--- src/rtl/frame_sender_pkg.sv ---
// -----------------------------------------------------------------------------
// frame_sender_pkg
// Definitions shared by the serial start-pattern link transmitter
// (frame_sender) and the matching receive-side detector.
//   state_e    : frame FSM states, IDLE -> START -> SYNC -> DATA -> PAR -> GAP
//   LINE_*     : line levels for the fixed framing bits
//   cnt_width(): bits needed to hold a counter terminal value (minimum 1)
// -----------------------------------------------------------------------------
package frame_sender_pkg;

   typedef enum logic [2:0] {
      StIdle  = 3'd0,
      StStart = 3'd1,
      StSync  = 3'd2,
      StData  = 3'd3,
      StPar   = 3'd4,
      StGap   = 3'd5
   } state_e;

   localparam logic LINE_IDLE  = 1'b1;
   localparam logic LINE_START = 1'b0;
   localparam logic LINE_SYNC  = 1'b1;

   // Width of a counter that must reach max_val; never narrower than one bit
   // so that degenerate parameter choices still produce a legal vector.
   function automatic int unsigned cnt_width(input int unsigned max_val);
      return (max_val > 0) ? $clog2(max_val + 1) : 1;
   endfunction

endpackage

--- src/rtl/frame_shift_reg.sv ---
// -----------------------------------------------------------------------------
// frame_shift_reg
// Payload holding register for frame_sender. Loads a parallel word, shifts it
// left one place per enabled cycle and presents the current MSB. The even
// parity of the loaded word is captured at load time so it survives shifting.
// Ports:
//   clock    : rising-edge clock
//   reset    : synchronous active-high reset, clears word and parity
//   i_load   : capture i_data (and its parity)
//   i_data   : word to capture
//   i_shift  : shift the held word left by one, zero fill
//   o_msb    : current MSB of the held word
//   o_parity : XOR of the last loaded word (even parity bit)
// -----------------------------------------------------------------------------
module frame_shift_reg #(
   parameter int unsigned DATA_W = 4
) (
   input  logic              clock,
   input  logic              reset,
   input  logic              i_load,
   input  logic [DATA_W-1:0] i_data,
   input  logic              i_shift,
   output logic              o_msb,
   output logic              o_parity
);

   logic [DATA_W-1:0] r_shift;
   logic              r_parity;

   always_ff @(posedge clock) begin
      if (reset) begin
         r_shift  <= '0;
         r_parity <= 1'b0;
      end else if (i_load) begin
         r_shift  <= i_data;
         r_parity <= ^i_data;
      end else if (i_shift) begin
         r_shift  <= r_shift << 1;
      end
   end

   assign o_msb    = r_shift[DATA_W-1];
   assign o_parity = r_parity;

endmodule

--- src/rtl/frame_sender.sv ---
// -----------------------------------------------------------------------------
// frame_sender
// Transmit end of the serial start-pattern link. Accepts a word over a
// valid/ready handshake and sends it on a single wire as:
//   idle(1) | START(0) | SYNC(1) | DATA_W payload bits MSB first |
//   optional even-parity bit | GAP idle-high cycles
// Ports:
//   clock      : rising-edge clock
//   reset      : synchronous active-high reset; abandons any frame in flight
//   tx_valid   : producer has a word
//   tx_data    : word, sampled only on acceptance (tx_valid && tx_ready)
//   tx_ready   : high only while idle
//   x_out      : registered serial line
//   busy       : high from START through the last GAP cycle
//   frame_done : one-cycle pulse in the cycle after the last payload/parity bit
// -----------------------------------------------------------------------------
module frame_sender
   import frame_sender_pkg::*;
#(
   parameter int unsigned DATA_W    = 4,
   parameter int unsigned GAP       = 1,
   parameter int unsigned PARITY_EN = 0
) (
   input  logic              clock,
   input  logic              reset,
   input  logic              tx_valid,
   input  logic [DATA_W-1:0] tx_data,
   output logic              tx_ready,
   output logic              x_out,
   output logic              busy,
   output logic              frame_done
);

   localparam int unsigned BitW = cnt_width(DATA_W - 1);
   localparam int unsigned GapW = cnt_width(GAP);

   localparam logic [BitW-1:0] BitLast = BitW'(DATA_W - 1);
   localparam logic [GapW-1:0] GapLast = (GAP > 0) ? GapW'(GAP - 1) : '0;

   // State after the last payload/parity bit: straight back to idle when no
   // gap is configured.
   localparam state_e StAfterBits = (GAP > 0) ? StGap : StIdle;

   state_e          r_state;
   state_e          w_state_d;
   logic [BitW-1:0] r_bit_cnt;
   logic [BitW-1:0] w_bit_cnt_d;
   logic [GapW-1:0] r_gap_cnt;
   logic [GapW-1:0] w_gap_cnt_d;
   logic            r_x_out;
   logic            w_x_out_d;
   logic            r_frame_done;
   logic            w_frame_done_d;

   logic            w_load;
   logic            w_shift;
   logic            w_msb;
   logic            w_parity;

   frame_shift_reg #(
      .DATA_W (DATA_W)
   ) u_shift_reg (
      .clock    (clock),
      .reset    (reset),
      .i_load   (w_load),
      .i_data   (tx_data),
      .i_shift  (w_shift),
      .o_msb    (w_msb),
      .o_parity (w_parity)
   );

   // Next-state and counters.
   always_comb begin
      w_state_d      = r_state;
      w_bit_cnt_d    = r_bit_cnt;
      w_gap_cnt_d    = r_gap_cnt;
      w_load         = 1'b0;
      w_frame_done_d = 1'b0;

      unique case (r_state)
         StIdle: begin
            if (tx_valid) begin
               w_load    = 1'b1;
               w_state_d = StStart;
            end
         end

         StStart: begin
            w_state_d = StSync;
         end

         StSync: begin
            w_state_d   = StData;
            w_bit_cnt_d = '0;
         end

         StData: begin
            if (r_bit_cnt == BitLast) begin
               w_bit_cnt_d = '0;
               if (PARITY_EN != 0) begin
                  w_state_d = StPar;
               end else begin
                  w_state_d      = StAfterBits;
                  w_gap_cnt_d    = '0;
                  w_frame_done_d = 1'b1;
               end
            end else begin
               w_bit_cnt_d = r_bit_cnt + 1'b1;
            end
         end

         StPar: begin
            w_state_d      = StAfterBits;
            w_gap_cnt_d    = '0;
            w_frame_done_d = 1'b1;
         end

         StGap: begin
            if (r_gap_cnt == GapLast) begin
               w_state_d   = StIdle;
               w_gap_cnt_d = '0;
            end else begin
               w_gap_cnt_d = r_gap_cnt + 1'b1;
            end
         end

         default: begin
            w_state_d = StIdle;
         end
      endcase
   end

   // Line value for the cycle we are about to enter. Registering it against
   // the next state gives START in the cycle right after acceptance and keeps
   // the line free of decode glitches. The payload shifts on the same edge
   // that registers its MSB, so the next bit is ready one cycle later.
   always_comb begin
      w_x_out_d = LINE_IDLE;
      w_shift   = 1'b0;

      unique case (w_state_d)
         StStart: w_x_out_d = LINE_START;
         StSync:  w_x_out_d = LINE_SYNC;
         StData: begin
            w_x_out_d = w_msb;
            w_shift   = 1'b1;
         end
         StPar:   w_x_out_d = w_parity;
         default: w_x_out_d = LINE_IDLE;
      endcase
   end

   always_ff @(posedge clock) begin
      if (reset) begin
         r_state      <= StIdle;
         r_bit_cnt    <= '0;
         r_gap_cnt    <= '0;
         r_x_out      <= LINE_IDLE;
         r_frame_done <= 1'b0;
      end else begin
         r_state      <= w_state_d;
         r_bit_cnt    <= w_bit_cnt_d;
         r_gap_cnt    <= w_gap_cnt_d;
         r_x_out      <= w_x_out_d;
         r_frame_done <= w_frame_done_d;
      end
   end

   assign tx_ready   = (r_state == StIdle);
   assign busy       = (r_state != StIdle);
   assign x_out      = r_x_out;
   assign frame_done = r_frame_done;

endmodule

--- config.mk ---
export PLATFORM = sky130hd
export DESIGN_NAME = frame_sender
export DESIGN_NICKNAME = d
export VERILOG_FILES = /design/src/rtl/frame_sender_pkg.sv /design/src/rtl/frame_shift_reg.sv /design/src/rtl/frame_sender.sv
export SDC_FILE = /design/constraint.sdc
export NUM_CORES = 1
export LEC_CHECK = 0
export CORE_AREA = 3 3 40 42
export CTS_BUF_LIST = sky130_fd_sc_hd__clkbuf_8
export DETAILED_ROUTE_END_ITERATION = 7
export DIE_AREA = 0 0 43 45
export GPL_TIMING_DRIVEN = 0
export PLACE_DENSITY = 0.78
export SETUP_SLACK_MARGIN = 0.4
export SYNTH_ARGS = -nofsm -noshare
export SYNTH_HDL_FRONTEND = slang
export SYNTH_HIERARCHICAL = 1
export SYNTH_SLANG_ARGS = --single-unit
--- constraint.sdc ---
create_clock -name clock -period 1.33 [get_ports clock]
set_input_delay 0.266 -clock clock [delete_from_list [all_inputs] [get_ports clock]]
set_output_delay 0.266 -clock clock [all_outputs]
set_load 0.005 [all_outputs]
* Word-level counts from Yosys, hierarchy flattened
Cells that the tools add are included.
** Word-level totals
- Register bits after elaboration :: 13
** Operators by class
- $add $sub $neg :: 2
- Equal/unequal tests :: 10
- Muxes and demuxes :: 17
- Reduce and logical (&&, ||, !) cells :: 7
** Operator list (number)
- one-hot mux 3 bit (6 select lines) :: 1
- equality test 3 x 2 -> 1 bit (second input constant) :: 3
- equality test 3 bit (second input constant) :: 3
- two-way mux 3 bit :: 3
- two-way mux 4 bit :: 2
- equality test 3 x 1 -> 1 bit (second input constant) :: 2
- two-way mux 1 bit :: 6
- one-hot mux 1 bit (3 select lines) :: 2
- nonzero test 3 bit :: 2
- one-hot mux 2 bit (2 select lines) :: 1
- nonzero test 2 bit :: 2
- XOR reduction 4 bit :: 1
- zero test 3 bit :: 1
- adder 2 x 1 -> 2 bit (second input constant) :: 1
- equality test 2 bit (second input constant) :: 1
- two-way mux 2 bit :: 1
- != test 2 bit (second input constant) :: 1
- one-hot mux 1 bit (2 select lines) :: 1
- AND reduction 2 bit :: 1
- adder 1 bit (second input constant) :: 1

* Depth between registers and ports, before layout
- Depth in word-level cells :: 7
- Gate-level depth with buffers :: 7
- Mapped depth without buffers :: 6

* By module
The synthesis kept the hierarchy.
** Modules (own cells, without submodules)
- frame_sender :: instances 1, cells an instance 31, area each 296.5 um^2, sequential area each 140.1 um^2
- frame_shift_reg :: instances 1, cells an instance 23, area each 239.0 um^2, sequential area each 100.1 um^2

* Worst setup path before layout
OpenSTA, ideal clock, no wires.
- Path kind :: register to register
- From :: reg r_state[0]
- To :: reg u_shift_reg.r_shift[1]
- Arrival :: 1.434 ns
- Data required time :: 1.216 ns
- Slack :: -0.218 ns
- Stages on the path, launching flop included :: 7
- Path buffers :: 1
- Clock period less this slack :: 1.548 ns
- Cells stage by stage :: dfxtp_1 > or3_2 > inv_1 > and2_1 > buf_2 > mux2i_1 > nor2_1
** Between the ends
- Elaborated cells on any way between the ends :: 15
** RTL lines
- start, declared :: line frame_sender.sv:44 : state_e r_state;
- start signal, assigned :: line frame_sender.sv:155 : r_state <= StIdle;
- start signal, assigned :: line frame_sender.sv:161 : r_state <= w_state_d;
- zero test 3 bit *
- named net tx_ready :: line frame_sender.sv:28 : output logic tx_ready,
- two-way mux 1 bit * :: line frame_sender.sv:80 : unique case (r_state)
- named net w_load :: line frame_sender.sv:55 : logic w_load;
- two-way mux 4 bit or nonzero test 2 bit (tied branches)
- end signal, assigned :: line frame_shift_reg.sv:35 : r_shift <= i_data;
- end signal, assigned :: line frame_shift_reg.sv:38 : r_shift <= r_shift << 1;
- end, declared :: line frame_shift_reg.sv:27 : logic [DATA_W-1:0] r_shift;
The timed path passes the listed nets; every way through them passes the cells marked *.
A chain may end at the register's enable or synchronous reset.

* Final worst setup path
- From :: reg r_state[2]
- To :: reg u_shift_reg.r_shift[1]
** Between the ends
- Cells in the longest elaborated chain, start to end :: 5
- Elaborated cells on any way between the ends :: 15
** RTL lines
- equality test 3 bit (tied with other cells) :: line frame_sender.sv:80
- one-hot mux 3 bit (6 select lines) * :: line frame_sender.sv:80
- equality test 3 x 2 -> 1 bit * :: line frame_sender.sv:141 : unique case (w_state_d)
- two-way mux 1 bit * :: line frame_sender.sv:141
- named net w_shift :: line frame_sender.sv:56 : logic w_shift;
- nonzero test 2 bit (no line) *
Marks and branches as above.

==> load_flow_metrics.sql <==
INSERT INTO impl_metrics (metric_group, metric, value, unit) VALUES
('setup_path', 'cp_slowest_cell', 'sky130_fd_sc_hd__mux2_2', ''),
('place', 'detailed_place.area', '633.1', 'um2'),
('route', 'detailedRoute.firstIterationViolations', '7', ''),
('power', 'power.share.sequential', '39.7', '%'),
('setup_path', 'crit_type', 'register to register', ''),
('setup_path', 'crit_path_start', 'r_state[2]', ''),
('sta', 'final_setup_skew', '0.002165', 'ns'),
('route', 'post-route-drc-count', '0', ''),
('outcome', 'status', 'finished, violations left', ''),
('power', 'swShare', '25.52', '%'),
('sta', 'finalWorstPathRequiredPeriod', '1.395', 'ns'),
('setup_path', 'end_kind', 'register', ''),
('yosys', 'ys_warn_count', '6', ''),
('finish', 'design_area', '789.5', 'um2'),
('power', 'worst_ir_drop_vdd', '0.0005630', 'V'),
('die', 'initial_util', '36.81', '%'),
('sta', 'timing.setup.tns', '-0.2862', 'ns'),
('route', 'drt_wl_cell', '14.26', 'um'),
('route', 'wirelength', '1212', 'um'),
('finish', 'area_growth', '66.93', '%'),
('route', 'detailroute.via_count', '443', ''),
('sta', 'layout_worst_path_cycle_share', '104.8', '%'),
('setup_path', 'worst_path_max_fanout', '7', ''),
('sta', 'setup_viol', '6', ''),
('setup_path', 'cp-start-kind', 'register', ''),
('place', 'placement.io_buffers', '10', ''),
('grt', 'grt-ovfl-total', '0', ''),
('setup_path', 'regToRegStartpoint', 'r_state[2]', ''),
('finish', 'fraction_of_layout_cells_with_a_size_suffix_above_1', '57.14', '%'),
('sta', 'timing.fmax', '717.1', 'MHz'),
('die', 'num_rows', '13', ''),
('die', 'die_w', '43', 'um'),
('setup_path', 'critPathRequiredTime', '1.44', 'ns'),
('clock_network', 'clock_insertion_delay_worst_skew', '0.24', 'ns'),
('hold_path', 'min_delay_src', 'r_state[2]', ''),
('finish', 'finalNetCount', '79', ''),
('yosys', 'syn-cell-area', '473.0', 'um2'),
('clock_network', 'clock-sinks', '11', ''),
('clock_network', 'clock_transition_time_at_the_flip_flop_clock_pins_of_the_worst_setup_and_hold_paths', '0.05', 'ns'),
('route', 'ant_nets', '0', ''),
('route', 'drt-vias-per-instance', '5.212', ''),
('grt', 'grt_antenna_before_repair', '0', ''),
('sta', 'timing.final.ws_setup', '-0.06450', 'ns'),
('clock_network', 'cts_inserted_buffers', '3', ''),
('run', 'drv_cap', '0', ''),
('hold_path', 'holdCritPathClass', 'register to register', ''),
('power', 'overall_power', '0.0009207', 'W'),
('setup_path', 'timing.critical_path.max_delay_family', 'multiplexers', ''),
('die', 'design.core.area', '1285', 'um2'),
('clock_network', 'number_of_buffers_on_the_longest_clock_path', '2', ''),
('outcome', 'violations', 'setup timing', ''),
('die', 'dieHeight', '45', 'um'),
('power', 'comb_power_share', '24.0', '%'),
('finish', 'layout.filler_cells', '110', ''),
('power', 'p_leak', '0.3188', 'nW'),
('route', 'detailedRoute.firstPassIterationCount', '4', ''),
('die', 'ios', '11', ''),
('setup_path', 'path_buf_inv', '0', ''),
('sta', 'maxSlewViolCount', '0', ''),
('yosys', 'synthesis.area_per_instance', '9.853', 'um2'),
('setup_path', 'critical-path-max-stage-delay', '0.36', 'ns'),
('yosys', 'post_synth_inst_count', '48', ''),
('place', 'place_hpwl', '644.9', 'um'),
('sta', 'timing_worst_slew_pin_value', '0.4189', 'ns'),
('die', 'design.die.area', '1935', 'um2'),
('sta', 'hold_violations', '0', ''),
('power', 'power.internal', '0.0006858', 'W'),
('place', 'routabilityCongestion', '0.6341', ''),
('sta', 'max-slew-margin-rel', '72.08', '%'),
('grt', 'grt_pass1_vias', '420', ''),
('grt', 'global_route_wire_length_before_repair', '2007', 'um'),
('clock_network', 'tritoncts', 'done', ''),
('place', 'dpl.cell_count', '73', ''),
('sta', 'grt_setup_unrepaired', 'yes', ''),
('grt', 'grt_max_degree', '12', ''),
('setup_path', 'crit_path_cell_trace', 'nand2b_4 > a21oi_4 > mux2_2 > mux2i_1 > nor2_1', ''),
('power', 'pwr-share-clk', '36.3', '%'),
('yosys', 'mappedNetlistNets', '56', ''),
('setup_path', 'timing.critical_path.arrival', '1.51', 'ns'),
('power', 'power.density', '1166', 'nW/um2'),
('power', 'power_switching', '0.0002349', 'W'),
('grt', 'grt_use_total', '14.12', '%'),
('clock_network', 'hold_fix_buffer_count_after_cts', '0', ''),
('finish', 'insertedDiodeCount', '0', ''),
('clock_network', 'clockRootBuffer', 'sky130_fd_sc_hd__clkbuf_8', ''),
('finish', 'layoutNonFillerInstCount', '85', ''),
('clock_network', 'cts.htree.levels', '1', '');
## state kept, by name (all words and copies together), names as in the netlist
name / cells
r_state: 3
x_out: 1
r_bit_cnt: 2
frame_done: 1
u_shift_reg/r_shift: 4
## final timing paths
path / cells past startpoint / end / slack [ns]
hold reg to reg: 1 / r_state[1] / 0.45
setup / recovery: 5 / u_shift_reg/r_shift[1] / -0.06
hold / removal: 1 / r_state[1] / 0.45
setup reg to reg: 5 / u_shift_reg/r_shift[1] / -0.06
## per-layer routing
metal	vias to the layer above	share of wire (%)	GRT usage [%]
met5	-	0	0
met4	0	2.1	7.229
met3	3	2.9	3.586
met2	8	49	23.05
met1	210	46	17.27
li1	222	-	-
## power groups by stage
stage,clock network (W),logic (W),registers [W]
2_1_floorplan,0,0.0000906,0.000376
3_3_place_gp,0,0.000146,0.000379
3_5_place_dp,0,0.000148,0.000379
4_1_cts,0.000345,0.000195,0.000362
5_1_grt,0.000357,0.000237,0.000367
6_report,0.000335,0.000221,0.000365
## cell type report
| cell class | count | area [um2] | area share [%] |
|---|---|---|---|
| Multi-Input combinational cell | 35 | 307.8 | 38.99 |
| Sequential cell | 11 | 235.2 | 29.79 |
| Timing Repair Buffer | 18 | 166.4 | 21.08 |
| Clock buffer | 3 | 41.29 | 5.230 |
| Tap cell | 15 | 18.77 | 2.377 |
| Buffer | 1 | 11.26 | 1.426 |
| Clock inverter | 1 | 5.005 | 0.6339 |
| Inverter | 1 | 3.754 | 0.4754 |
## per-stage QoR
step / hold slack (ns) / setup WS [ns] / utilization (%)
after floorplan: 0.3277 / -0.004309 / -
after global placement: 0.4652 / -0.1984 / 49.27
after detailed placement: 0.4649 / -0.1993 / 49.27
after CTS: 0.4361 / -0.05114 / 59.01
after global routing: 0.4602 / -0.1413 / 61.44
final: 0.4538 / -0.06450 / 61.44
## layout by cell type (no fill, tap or decap), drive strengths merged
cell,n
nand3,1
nor3b,1
dfxtp,11
inv,1
and2,1
o21ai,1
nand2b,1
nor4,1
mux2,3
mux2i,3
or3,1
a21oi,6
or4b,1
o2bb2ai,1
buf,13
and3,1
clkdlybuf4s50,5
a211o,1
and2b,1
a32oi,1
nor2,7
ha,1
nand2,2
clkbuf,3
dlygate4sd2,1
clkinv,1
## repair_timing
item | 4_1_cts | 5_1_grt
pin swaps | 3 | 4
hold endpoints to repair | 0 | 0
resized for setup | 26 | 6
endpoints found under the setup margin | 15 | 14
setup buffers | 7 | 1
Power figures use the tool's default switching activity.
